**src/rtl/joybus_device_responder.sv**
```systemverilog
// joybus_device_responder
// Device-side Joybus responder emulating a standard N64 controller on one
// open-drain line. It decodes host command bytes and answers 0x00 with an
// identity reply and 0x01 with a 32-bit button snapshot. All other commands
// are absorbed silently. The line is only ever pulled low (joy_oe=1).
//
// Optional feature macro: JOYBUS_RESET_CMD_EN
//   defined   : command 0xFF also gets the identity reply
//   undefined : 0xFF is treated like any unknown command
//
// state   | meaning
// --------+-------------------------------------------------------------
// IDLE    | line idle; after a reply, the line is ignored for 1 us
// RX_LOW  | counting the low part of a host bit
// RX_HIGH | counting the high part of a host bit (idle timeout)
// RX_STOP | command accepted; waiting for the host stop pulse
// TURN    | bus turnaround, line released for 2 us
// TX_LOW  | driving the low part of a reply bit
// TX_HIGH | releasing for the high part of a reply bit
// TX_STOP | driving the 2 us device stop pulse
// IGNORE  | absorbing an unwanted frame until the line stays high long enough

module joybus_device_responder #(
  parameter int US_CYCLES = 50,
  parameter int IDLE_US   = 8
) (
  input  logic        clk,
  input  logic        reset,
  input  logic        joy_in,
  output logic        joy_oe,
  input  logic [31:0] buttons,
  input  logic        pak_present,
  output logic        busy,
  output logic        poll_strobe,
  output logic        rx_error
);

  localparam int LIM  = IDLE_US * US_CYCLES;
  localparam int MAXC = (LIM > 3 * US_CYCLES) ? LIM : 3 * US_CYCLES;
  localparam int CW   = $clog2(MAXC + 1);

  localparam logic [CW-1:0] C_ONE    = CW'(1);
  localparam logic [CW-1:0] C_US1    = CW'(US_CYCLES);
  localparam logic [CW-1:0] C_US2    = CW'(2 * US_CYCLES);
  localparam logic [CW-1:0] C_US1_M1 = CW'(US_CYCLES - 1);
  localparam logic [CW-1:0] C_US2_M1 = CW'(2 * US_CYCLES - 1);
  localparam logic [CW-1:0] C_US3_M1 = CW'(3 * US_CYCLES - 1);
  localparam logic [CW-1:0] C_LIM_M1 = CW'(LIM - 1);

  typedef enum logic [3:0] {
    IDLE,
    RX_LOW,
    RX_HIGH,
    RX_STOP,
    TURN,
    TX_LOW,
    TX_HIGH,
    TX_STOP,
    IGNORE
  } state_t;

  state_t        state;
  logic [1:0]    sync_q;
  logic          joy_s;
  logic [CW-1:0] cnt;
  logic [6:0]    rx_shift;
  logic [2:0]    rx_bits;
  logic          stop_low;
  logic [31:0]   tx_shift;
  logic [5:0]    tx_left;

  logic          rx_bit;
  logic [7:0]    rx_byte;
  logic          cmd_id;
  logic          cmd_poll;

  // Reply phase lengths minus one, loaded into the down-counter.
  function automatic logic [CW-1:0] low_len(input logic b);
    return b ? C_US1_M1 : C_US3_M1;
  endfunction

  function automatic logic [CW-1:0] high_len(input logic b);
    return b ? C_US3_M1 : C_US1_M1;
  endfunction

  // Two-flop synchroniser; resets to the idle (high) level.
  always_ff @(posedge clk or posedge reset) begin
    if (reset) sync_q <= 2'b11;
    else       sync_q <= {sync_q[0], joy_in};
  end

  assign joy_s = sync_q[1];

  // Bit classification on the low count and command decode of the byte.
  always_comb begin
    rx_bit   = (cnt < C_US2);
    rx_byte  = {rx_shift, rx_bit};
    cmd_poll = (rx_byte == 8'h01);
`ifdef JOYBUS_RESET_CMD_EN
    cmd_id   = (rx_byte == 8'h00) || (rx_byte == 8'hFF);
`else
    cmd_id   = (rx_byte == 8'h00);
`endif
  end

  // Main sequencer: receive, decode, turnaround, transmit, ignore.
  always_ff @(posedge clk or posedge reset) begin
    if (reset) begin
      state       <= IDLE;
      cnt         <= '0;
      rx_shift    <= '0;
      rx_bits     <= '0;
      stop_low    <= 1'b0;
      tx_shift    <= '0;
      tx_left     <= '0;
      joy_oe      <= 1'b0;
      busy        <= 1'b0;
      poll_strobe <= 1'b0;
      rx_error    <= 1'b0;
    end else begin
      poll_strobe <= 1'b0;
      rx_error    <= 1'b0;
      case (state)
        IDLE: begin
          busy <= 1'b0;
          if (cnt != '0) begin
            cnt <= cnt - C_ONE;
          end else if (!joy_s) begin
            state   <= RX_LOW;
            cnt     <= C_ONE;
            rx_bits <= '0;
            busy    <= 1'b1;
          end
        end

        RX_LOW: begin
          if (!joy_s) begin
            if (cnt >= C_LIM_M1) begin
              rx_error <= 1'b1;
              state    <= IGNORE;
              cnt      <= '0;
            end else begin
              cnt <= cnt + C_ONE;
            end
          end else begin
            rx_shift <= rx_byte[6:0];
            rx_bits  <= rx_bits + 3'd1;
            cnt      <= C_ONE;
            if (rx_bits == 3'd7) begin
              stop_low <= 1'b0;
              if (cmd_id) begin
                tx_shift <= {8'h05, 8'h00, (pak_present ? 8'h01 : 8'h02), 8'h00};
                tx_left  <= 6'd24;
                state    <= RX_STOP;
              end else if (cmd_poll) begin
                tx_shift    <= buttons;
                tx_left     <= 6'd32;
                poll_strobe <= 1'b1;
                state       <= RX_STOP;
              end else begin
                state <= IGNORE;
              end
            end else begin
              state <= RX_HIGH;
            end
          end
        end

        RX_HIGH: begin
          if (!joy_s) begin
            state <= RX_LOW;
            cnt   <= C_ONE;
          end else if (cnt >= C_LIM_M1) begin
            rx_error <= 1'b1;
            state    <= IDLE;
            busy     <= 1'b0;
            cnt      <= '0;
          end else begin
            cnt <= cnt + C_ONE;
          end
        end

        // A host that never sends its stop pulse is treated as a framing
        // error so the responder cannot stay busy forever.
        RX_STOP: begin
          if (!stop_low) begin
            if (!joy_s) begin
              stop_low <= 1'b1;
              cnt      <= C_ONE;
            end else if (cnt >= C_LIM_M1) begin
              rx_error <= 1'b1;
              state    <= IDLE;
              busy     <= 1'b0;
              cnt      <= '0;
            end else begin
              cnt <= cnt + C_ONE;
            end
          end else if (!joy_s) begin
            if (cnt >= C_LIM_M1) begin
              rx_error <= 1'b1;
              state    <= IGNORE;
              cnt      <= '0;
            end else begin
              cnt <= cnt + C_ONE;
            end
          end else begin
            state <= TURN;
            cnt   <= C_US2;
          end
        end

        TURN: begin
          if (!joy_s) begin
            rx_error <= 1'b1;
            state    <= IGNORE;
            cnt      <= '0;
          end else if (cnt == '0) begin
            state  <= TX_LOW;
            joy_oe <= 1'b1;
            cnt    <= low_len(tx_shift[31]);
          end else begin
            cnt <= cnt - C_ONE;
          end
        end

        TX_LOW: begin
          if (cnt == '0) begin
            joy_oe <= 1'b0;
            state  <= TX_HIGH;
            cnt    <= high_len(tx_shift[31]);
          end else begin
            cnt <= cnt - C_ONE;
          end
        end

        TX_HIGH: begin
          if (cnt == '0) begin
            joy_oe <= 1'b1;
            if (tx_left == 6'd1) begin
              state <= TX_STOP;
              cnt   <= C_US2_M1;
            end else begin
              tx_shift <= {tx_shift[30:0], 1'b0};
              tx_left  <= tx_left - 6'd1;
              state    <= TX_LOW;
              cnt      <= low_len(tx_shift[30]);
            end
          end else begin
            cnt <= cnt - C_ONE;
          end
        end

        // The 1 us hold-off in IDLE hides our own stop pulse still sitting
        // in the synchroniser.
        TX_STOP: begin
          if (cnt == '0) begin
            joy_oe <= 1'b0;
            state  <= IDLE;
            busy   <= 1'b0;
            cnt    <= C_US1;
          end else begin
            cnt <= cnt - C_ONE;
          end
        end

        IGNORE: begin
          if (!joy_s) begin
            cnt <= '0;
          end else if (cnt >= C_LIM_M1) begin
            state <= IDLE;
            busy  <= 1'b0;
            cnt   <= '0;
          end else begin
            cnt <= cnt + C_ONE;
          end
        end

        default: begin
          state  <= IDLE;
          joy_oe <= 1'b0;
          busy   <= 1'b0;
          cnt    <= '0;
        end
      endcase
    end
  end

endmodule

```
**config.mk**
```make
export PLATFORM = sky130hd
export DESIGN_NAME = joybus_device_responder
export DESIGN_NICKNAME = d
export VERILOG_FILES = /design/src/rtl/joybus_device_responder.sv
export SDC_FILE = /design/constraint.sdc
export NUM_CORES = 1
export LEC_CHECK = 0
export BUFFER_PORTS_ARGS = -buffer_cell sky130_fd_sc_hd__buf_2
export CAP_MARGIN = 25
export CORE_UTILIZATION = 40
export CTS_CLUSTER_SIZE = 16
export DETAILED_ROUTE_END_ITERATION = 8
export GPL_ROUTABILITY_DRIVEN = 0
export GPL_TIMING_DRIVEN = 0
export HOLD_SLACK_MARGIN = 0.08
export PLACE_DENSITY = 0.62
export SETUP_SLACK_MARGIN = 0.1
export SLEW_MARGIN = 20
export SYNTH_ARGS = -nofsm -noshare
export SYNTH_HDL_FRONTEND = slang
export SYNTH_SLANG_ARGS = --single-unit
export TNS_END_PERCENT = 20
```
**constraint.sdc**
```tcl
create_clock -name clk -period 4.74 [get_ports clk]
set_clock_uncertainty 0.15 [all_clocks]
set_input_delay 0.474 -clock clk [delete_from_list [all_inputs] [get_ports clk]]
set_output_delay 0.474 -clock clk [all_outputs]
set_load 0.05 [all_outputs]
```
# [Word-level counts from Yosys, hierarchy flattened]
# Index checks and enable logic that the tools add are counted.
[totals] reg_bits=68 elab_cells=143
[classes] n_addsub=4 n_lt_le_gt_ge=2 n_eq_ne=25 n_mux=80 n_bitwise=2 n_reduce_logical=18
[op_table] op="32-bit two-way mux" n=6
[op_table] op="9-bit two-way mux" n=13
[op_table] op="9-bit case mux with 9 select lines" n=1
[op_table] op="4-bit two-way mux" n=17
[op_table] op="32-bit case mux with 2 select lines" n=1
[op_table] op="6-bit two-way mux" n=6
[op_table] op="4-bit case mux with 9 select lines" n=1
[op_table] op="8-bit two-way mux" n=4
[op_table] op="1-bit two-way mux" n=20
[op_table] op="2-bit != test, second input constant" n=10
[op_table] op="4-bit by 3-bit == test with 1-bit output, second input constant" n=4
[op_table] op="6-bit case mux with 2 select lines" n=1
[op_table] op="6-bit AND reduction" n=2
[op_table] op="9-bit by 1-bit adder with 9-bit output, second input constant" n=1
[op_table] op="9-bit greater-or-equal comparator, second input constant" n=1
[op_table] op="9-bit zero test" n=1
[op_table] op="9-bit by 7-bit less-than comparator with 1-bit output, second input constant" n=1
[op_table] op="3-bit two-way mux" n=3
[op_table] op="3-bit != test, second input constant" n=3
[op_table] op="3-bit AND reduction" n=3
[op_table] op="9-bit nonzero test" n=1
[op_table] op="9-bit by 1-bit subtractor with 9-bit output, second input constant" n=1
[op_table] op="4-bit by 2-bit == test with 1-bit output, second input constant" n=2
[op_table] op="8-bit by 1-bit == test with 1-bit output, second input constant" n=1
[op_table] op="21 further kinds" n=27

# [Longest topological paths before layout]
# Gate-level depths: netlist of the first run.
[logic_depth] word_depth=7 depth_mapped=9

# [Least setup slack after synthesis of the first run]
# OpenSTA, ideal clock, no wires.
[synth_path] path_type="reg-to-reg" startpoint="register cnt[0]" endpoint="register tx_left[1]" setup_ps=76 arrival_ps=2103 path_slack_ps=2411 path_stages_with_launch=10 period_less_slack_ps=2329 cell_sequence="dfrtp_1 clkbuf_1 inv_1 ha_1 nor3b_4 nand3_4 or3_1 buf_2 or3_1 o21ai_1"
[synth_between] elab_chain_cells=6
[synth_rtl] item="start: declaration" line_no="65" text="logic [CW-1:0] cnt;"
[synth_rtl] item="start signal: assignment" line_no="127" text="cnt <= cnt - C_ONE;"
[synth_rtl] item="start signal: assignment" line_no="143" text="cnt <= cnt + C_ONE;"
[synth_rtl] item="start signal: assignment" line_no="179" text="cnt <= cnt + C_ONE;"
[synth_rtl] item="9-bit by 7-bit less-than comparator with 1-bit output" line_no="96" text="rx_bit = (cnt < C_US2);"
[synth_rtl] item="8-bit zero test" line_no="102" text="cmd_id = (rx_byte == 8'h00);"
[synth_rtl] item="6-bit two-way mux" line_no="151" text="if (cmd_id) begin"
[synth_rtl] item="6-bit two-way mux" line_no="149" text="if (rx_bits == 3'd7) begin"
[synth_rtl] item="6-bit two-way mux" line_no="137" text="if (!joy_s) begin"
[synth_rtl] item="6-bit case mux with 2 select lines" line_no="123" text="case (state)"
[synth_rtl] item="end signal: assignment" line_no="244" text="tx_left <= tx_left - 6'd1;"
[synth_rtl] item="end: declaration" line_no="70" text="logic [5:0] tx_left;"
# Several ways; a longest one is shown, not always the timed one. The select of a mux whose other input is x is not followed.
# A chain may end at the register's enable or synchronous reset.

# [Worst setup path in the final report of the first run]
[layout_path] startpoint="register cnt[0]" endpoint="register tx_shift[2]"
[layout_between] elab_chain_cells=6
[layout_rtl] item="9-bit by 7-bit less-than comparator with 1-bit output" line_no="96"
[layout_rtl] item="8-bit zero test" line_no="102"
[layout_rtl] item="32-bit two-way mux" line_no="151"
[layout_rtl] item="32-bit two-way mux" line_no="149"
[layout_rtl] item="32-bit two-way mux" line_no="137"
[layout_rtl] item="32-bit case mux with 2 select lines" line_no="123"
[layout_rtl] item="end signal: assignment" line_no="152" text="tx_shift <= {8'h05, 8'h00, (pak_present ? 8'h01 : 8'h02), 8'h00};"
[layout_rtl] item="end signal: assignment" line_no="156" text="tx_shift <= buttons;"
[layout_rtl] item="end signal: assignment" line_no="243" text="tx_shift <= {tx_shift[30:0], 1'b0};"
[layout_rtl] item="end: declaration" line_no="69" text="logic [31:0] tx_shift;"
# Several ways; a longest one is shown, not always the timed one. The select of a mux whose other input is x is not followed.

==> metrics.yaml, run 1 <==
leakagePower_uw: 0.00225
worstSetupStartpointType: "register"
totalWireLength_microns: 11400
powerDensity_nw_per_um2: 492
ys_ff_latch: 68
synthFlopType: "dfrtp_1"
ctsRootBufferMaster: "clkbuf_8"
syn_nets: 541
antenna_cells: 0
cts_setup_buffers: 0
outcome: "complete, no violations"
grt_pass1_wl_microns: 19200
dp_hpwl_microns: 8230
antenna_found_initial: 0
synth_edf_count: 0
hold_class: "primary input to register"
cts_tree: "done"
rsz0062_at_grt: "no"
tns_ns: 0
max_cap_violations: 0
vias: 4008
ys_warn_count: 0
crit_slowest_cell: "o32ai_4"
crit_path_max_fanout: 10
worst_ep_required_time_ns: 4.83
timing.rr.end: "tx_shift[2]$_DFFE_PP0P_"
worst_slew_pin_slew_ns: 0.971
rows: 38
worstHoldStart: "buttons[5]"
synthesis.area_sq_um: 4430
route.detailed.drc: 0
ir_drop_v: 0.000205
syn_to_final_growth_pct: 13.3
clk_pin_slew_ns: 0.08
crit_end: "tx_shift[2]$_DFFE_PP0P_"
grt_busiest_layer: "met2"
setup.worst_path.start: "cnt[0]$_DFFE_PP0P_"
period_minus_slack_ns: 2.84
cp.arrival_ns: 2.94
place_area_sq_um: 4820
start_util_pct: 41.1
yosysUniqueCellTypes: 72
use_met2_pct: 33.5
h-tree-depth: 3
nets: 594
regToRegStartpoint: "cnt[0]$_DFFE_PP0P_"
boundaryPins: 40
drtPass1Iterations: 5
max_freq_ghz: 0.352
final_util_pct: 46.5
worstSetupPathType: "register to register"
grt_start_max_net_pins: 40
wl_per_cell_microns: 16.4
synth_top_area_share_pct: 37.3
mostFrequentLayoutCell: "dfrtp_1"
grt_overflow: 0
dp_cells: 678
die_x_microns: 107
end_kind: "register"
core_area_sq_um: 10800
drv_slew: 0
io_buffers: 39
synth_area_leaders: "dfrtp_1 37%, nor2_1 4.6%, a211o_1 3.4%, nand2_1 3.1%, a21oi_1 2.9%"
drive_gt1_share_pct: 22.5
r2r_cells: 9
grt_pass1_vias: 3810
ys_seq_area_share_pct: 38.5
stdcell_area_sq_um: 5020
slew_headroom_pct: 34.3
post-route-period-util_pct: 60.0
numCtsBuffers: 9
grtUsageMet1_pct: 29.9
clk_path_buf_depth: 2
drt-initial-drc-count: 519
worstSkewPairLatency_ns: 0.36
track_usage_pct: 21.5
final_cell_mix: "66 x dfrtp_1, 54 x nor2_1, 51 x buf_2"
postSynth.asyncResetShare_pct: 100
setup_violations: 0
final-instance-count-excl-fill: 696
grt_use_met3_pct: 3.16
syn_area_per_cell_sq_um: 8.90
cp_slowest_stage_delay_ns: 0.48
hold_viol_final: 0
cts_resized: 0
hold_ws_ns: 0.169
synth_cells: 498
die_y_microns: 107
synth.largest_area_cell: "dfrtp_1"
detail-route-antenna-nets: 0
dieArea_sq_um: 11500
clock_sinks: 68
r2r_slack_ns: 1.90
avgViaCountPerCell: 5.76
crit_chain: "clkbuf_1, inv_1, ha_1, nor3b_4, nand3_4, o32ai_4, buf_4, nor2_1, a211o_1"
==> logic make-up after synthesis <==
group                      synth area share, %
xor gates and xnor gates                  1.38
DFF                                       38.5
buffers and inverters                     6.86
muxes                                     3.45
adders and majority gates                 2.20
and+or+nand+nor                           22.8
AOI/OAI and AO/OA                         24.8
==> cell type report <==
| cell class | count | area [sq um] |
|---|---|---|
| Fill cell | 1059 | 5770 |
| Clock inverter | 6 | 40.0 |
| Tap cell | 140 | 175 |
| Inverter | 27 | 104 |
| Multi-Input combinational cell | 364 | 2420 |
| Clock buffer | 10 | 138 |
| Timing Repair Buffer | 42 | 235 |
| Sequential cell | 68 | 1700 |
| Buffer | 39 | 203 |
==> per-layer routing <==
layer  share of wire [%]  vias up  wire length (microns)
met5                   0        -                      0
met4                 1.8        0                    208
met3                 5.6       21                    636
met2                  46      138                   5230
met1                  47     1943                   5330
li1                    -     1906                      -
==> synth_stat cells, types with 3 or more instances <==
library cell and n:
a211o_1 17, a21o_1 3, a21oi_1 26, a21oi_2 10
a22o_1 3, a22oi_1 5, a22oi_2 10, a32oi_1 4
and2_1 5, and3_1 11, buf_2 12, buf_4 5
buf_6 3, clkbuf_1 17, dfrtp_1 66, ha_1 7
inv_1 27, mux2_2 10, mux2i_1 4, nand2_1 37
nand2b_1 4, nand3_1 17, nand4_1 6, nor2_1 54
nor2b_1 8, nor3_1 24, o211ai_1 3, o21ai_0 24
o22ai_1 12, or2_2 3, or3_1 4, xnor2_1 5
==> worst min path at each step <==
stage / cells past startpoint / slack, ns / to
global route: 2 / 0.16 / tx_shift[3]$_DFFE_PP0P_
finish: 2 / 0.17 / tx_shift[5]$_DFFE_PP0P_
global placement: 0 / 0.20 / sync_q[1]$_DFF_PP1_
CTS: 2 / 0.16 / tx_shift[3]$_DFFE_PP0P_
floorplan: 0 / 0.20 / sync_q[1]$_DFF_PP1_
detailed placement: 0 / 0.20 / sync_q[1]$_DFF_PP1_
==> repair_timing <==
item / CTS / global route
endpoints found under the hold margin: 28 / 0
hold buffers: 2 / 0
setup endpoints to repair: 0 / 0
==> registers in the layout (all words and copies together), names as in the netlist, 2 cells and up <==
signal and count:
sync_q 2, rx_bits 3, tx_shift 32, cnt 9
rx_shift 7, state 4, tx_left 6
==> per-stage QoR <==
stage | setup WS, ns | total power [uW]
floorplan | 2.41 | 1720
global placement | 1.43 | 1990
detailed placement | 1.95 | 2010
CTS | 1.93 | 2460
global route | 1.72 | 2640
finish | 1.90 | 2470
==> worst max-delay path, delay by kind of cell (launching register included) <==
kind	cells	cell delay [ns]
flops	1	0.38
compound gates	2	0.74
fa+ha+maj	1	0.21
simple gates	3	0.62
buf+inv	3	0.63
==> report_power, final <==
part           switching [uW]  total [uW]  internal (uW)
sequential               93.0         787            694
combinational             755        1240            483
clock                     241         443            203
Note: power is estimated with default switching activity, not from simulation.
==> inputs of run 2 (changes only) <==
--- a/config.mk
+++ b/config.mk
@@ -13,7 +13,7 @@
 export GPL_ROUTABILITY_DRIVEN = 0
 export GPL_TIMING_DRIVEN = 0
 export HOLD_SLACK_MARGIN = 0.08
-export PLACE_DENSITY = 0.62
+export PLACE_DENSITY = 0.65
 export SETUP_SLACK_MARGIN = 0.1
 export SLEW_MARGIN = 20
 export SYNTH_ARGS = -nofsm -noshare
==> constraint.sdc (replaced) <==
create_clock -name clk -period 2.5 [get_ports clk]
set_clock_uncertainty 0.15 [all_clocks]
set_input_delay 0.25 -clock clk [delete_from_list [all_inputs] [get_ports clk]]
set_output_delay 0.25 -clock clk [all_outputs]
set_load 0.05 [all_outputs]
==> run 2 against run 1 <==
  * Register-to-register slack worse by 1.8 ns
  * Fmax up 16%
  * Critical endpoint is now state[2]$_DFFE_PP0P_
  * Hold slack worse by 0.074 ns
  * Worst setup slack worse by 1.8 ns
  * Critical path type unchanged
  * Non-clock buffer count up 44
  * Critical path depth down 2
  * Die area unchanged
==> metrics.yaml, run 2 (synthesis gave the netlist of run 1 again) <==
outcome: "complete, no violations"
end_kind: "register"
clk_pin_slew_ns: 0.08
track_usage_pct: 22.3
hold_viol_final: 0
hold_ws_ns: 0.0954
cp.arrival_ns: 2.54
largestRegisters: "tx_shift: 32 flops, cnt: 9 flops, rx_shift: 7 flops"
avgViaCountPerCell: 5.71
nets: 638
cts_tree: "done"
dieArea_sq_um: 11500
leakagePower_uw: 0.00249
largest_reg_flops: 32
setup_ws_ns: 0.0503
wl_per_cell_microns: 16.6
rsz0062_at_grt: "yes"
vias: 4227
crit_path_max_fanout: 9
grt_overflow: 0
totalWireLength_microns: 12300
post-route-period-util_pct: 98.0
worst_ep_required_time_ns: 2.59
syn_to_final_growth_pct: 27.4
slew_headroom_pct: 39.8
core_area_sq_um: 10800
powerDensity_nw_per_um2: 923
drtPass1Iterations: 5
io_buffers: 39
drive_gt1_share_pct: 27.2
place_ws_ns: -0.276
boundaryPins: 40
worstSkewPairLatency_ns: 0.36
period_minus_slack_ns: 2.45
ir_drop_v: 0.000332
drt-initial-drc-count: 370
final-instance-count-excl-fill: 740
h-tree-depth: 3
rows: 38
max_cap_violations: 0
final_cell_mix: "64 x dfrtp_1, 54 x nor2_1, 51 x buf_2"
worst_slew_pin_slew_ns: 0.890
max_freq_ghz: 0.408
drv_slew: 0
route.detailed.drc: 0
hold_class: "primary input to register"
clk_path_buf_depth: 2
detail-route-antenna-nets: 0
start_util_pct: 41.1
grt_pass1_vias: 4129
final_util_pct: 52.3
dp_cells: 678
worstSetupPathType: "register to register"
whs_path_depth: 3
largest-register: "tx_shift"
antenna_found_initial: 0
ctsRootBufferMaster: "clkbuf_8"
worstSetupStartpointType: "register"
grt_start_max_net_pins: 53
die_x_microns: 107
antenna_cells: 0
mostFrequentLayoutCell: "dfrtp_1"
setup_violations: 0
r2r_cells: 7
dp_hpwl_microns: 8220
numCtsBuffers: 9
clock_sinks: 68
die_y_microns: 107
grt_pass1_wl_microns: 20200
[run 2: cell count changes in the layout (fill, tap and decap cells not counted), sizes merged]
cell and delta:
dlygate4sd3 +30, inv +1, bufinv +2, clkbuf -3
buf +16, clkinv -2
[run 2: what timing repair did]
action                                  4_1_cts  5_1_grt
endpoints found under the hold margin        97        0
setup buffers                                 6        7
resized for setup                            15       35
hold buffers                                 32        0
gates cloned                                  1        0
endpoints found under the setup margin       51       53
pin swaps                                     1       11
[run 2: final timing paths]
check,start,to,slack (ns)
hold / removal,buttons[9],tx_shift[9]$_DFFE_PP0P_,0.1
max in group asynchronous,reset,sync_q[0]$_DFF_PP1_,1.41
setup reg to reg,state[0]$_DFFE_PP0P_,state[2]$_DFFE_PP0P_,0.05
setup / recovery,state[0]$_DFFE_PP0P_,state[2]$_DFFE_PP0P_,0.05
hold reg to reg,sync_q[0]$_DFF_PP1_,sync_q[1]$_DFF_PP1_,0.21
min in group asynchronous,reset,tx_shift[26]$_DFFE_PP0P_,0.21
[run 2: layer usage]
layer | track usage, % | wire (microns) | vias up
li1 | - | - | 2000
met1 | 30.3 | 5470 | 2037
met2 | 35.6 | 5780 | 152
met3 | 3.47 | 661 | 38
met4 | 9.00 | 381 | 0
met5 | 0 | 0 | -
[run 2: critical path, cell delays in order (launching register included)]
cell and delay, ns:
dfrtp_1 0.37, buf_4 0.16, or2_0 0.19, clkbuf_1 0.20, a211oi_4 0.57, o21ai_0 0.16
and3_1 0.26, a211o_1 0.27
[run 2: where the power goes]
part	switching [uW]	total (uW)	internal (uW)
sequential	186	1500	1320
clock	480	1050	566
combinational	1550	2660	1110
total	2220	5210	2990
[run 2: layout make-up]
class	count	area, sq um
buffer	39	249
clock buffer	9	124
clock inverter	7	98.8
fill	980	5150
inverter	27	111
multi-input combinational	364	2520
sequential	68	1710
tap	140	175
timing repair buffer	86	657
[run 2: through the flow]
stage	power [uW]	instance area, sq um	setup TNS [ns]
final	5210	5640	0
after global routing	5540	5640	0
after CTS	5000	5470	0
after floorplan	3270	4430	0
after detailed placement	3810	4830	-8.24
after global placement	3760	4800	-43.90
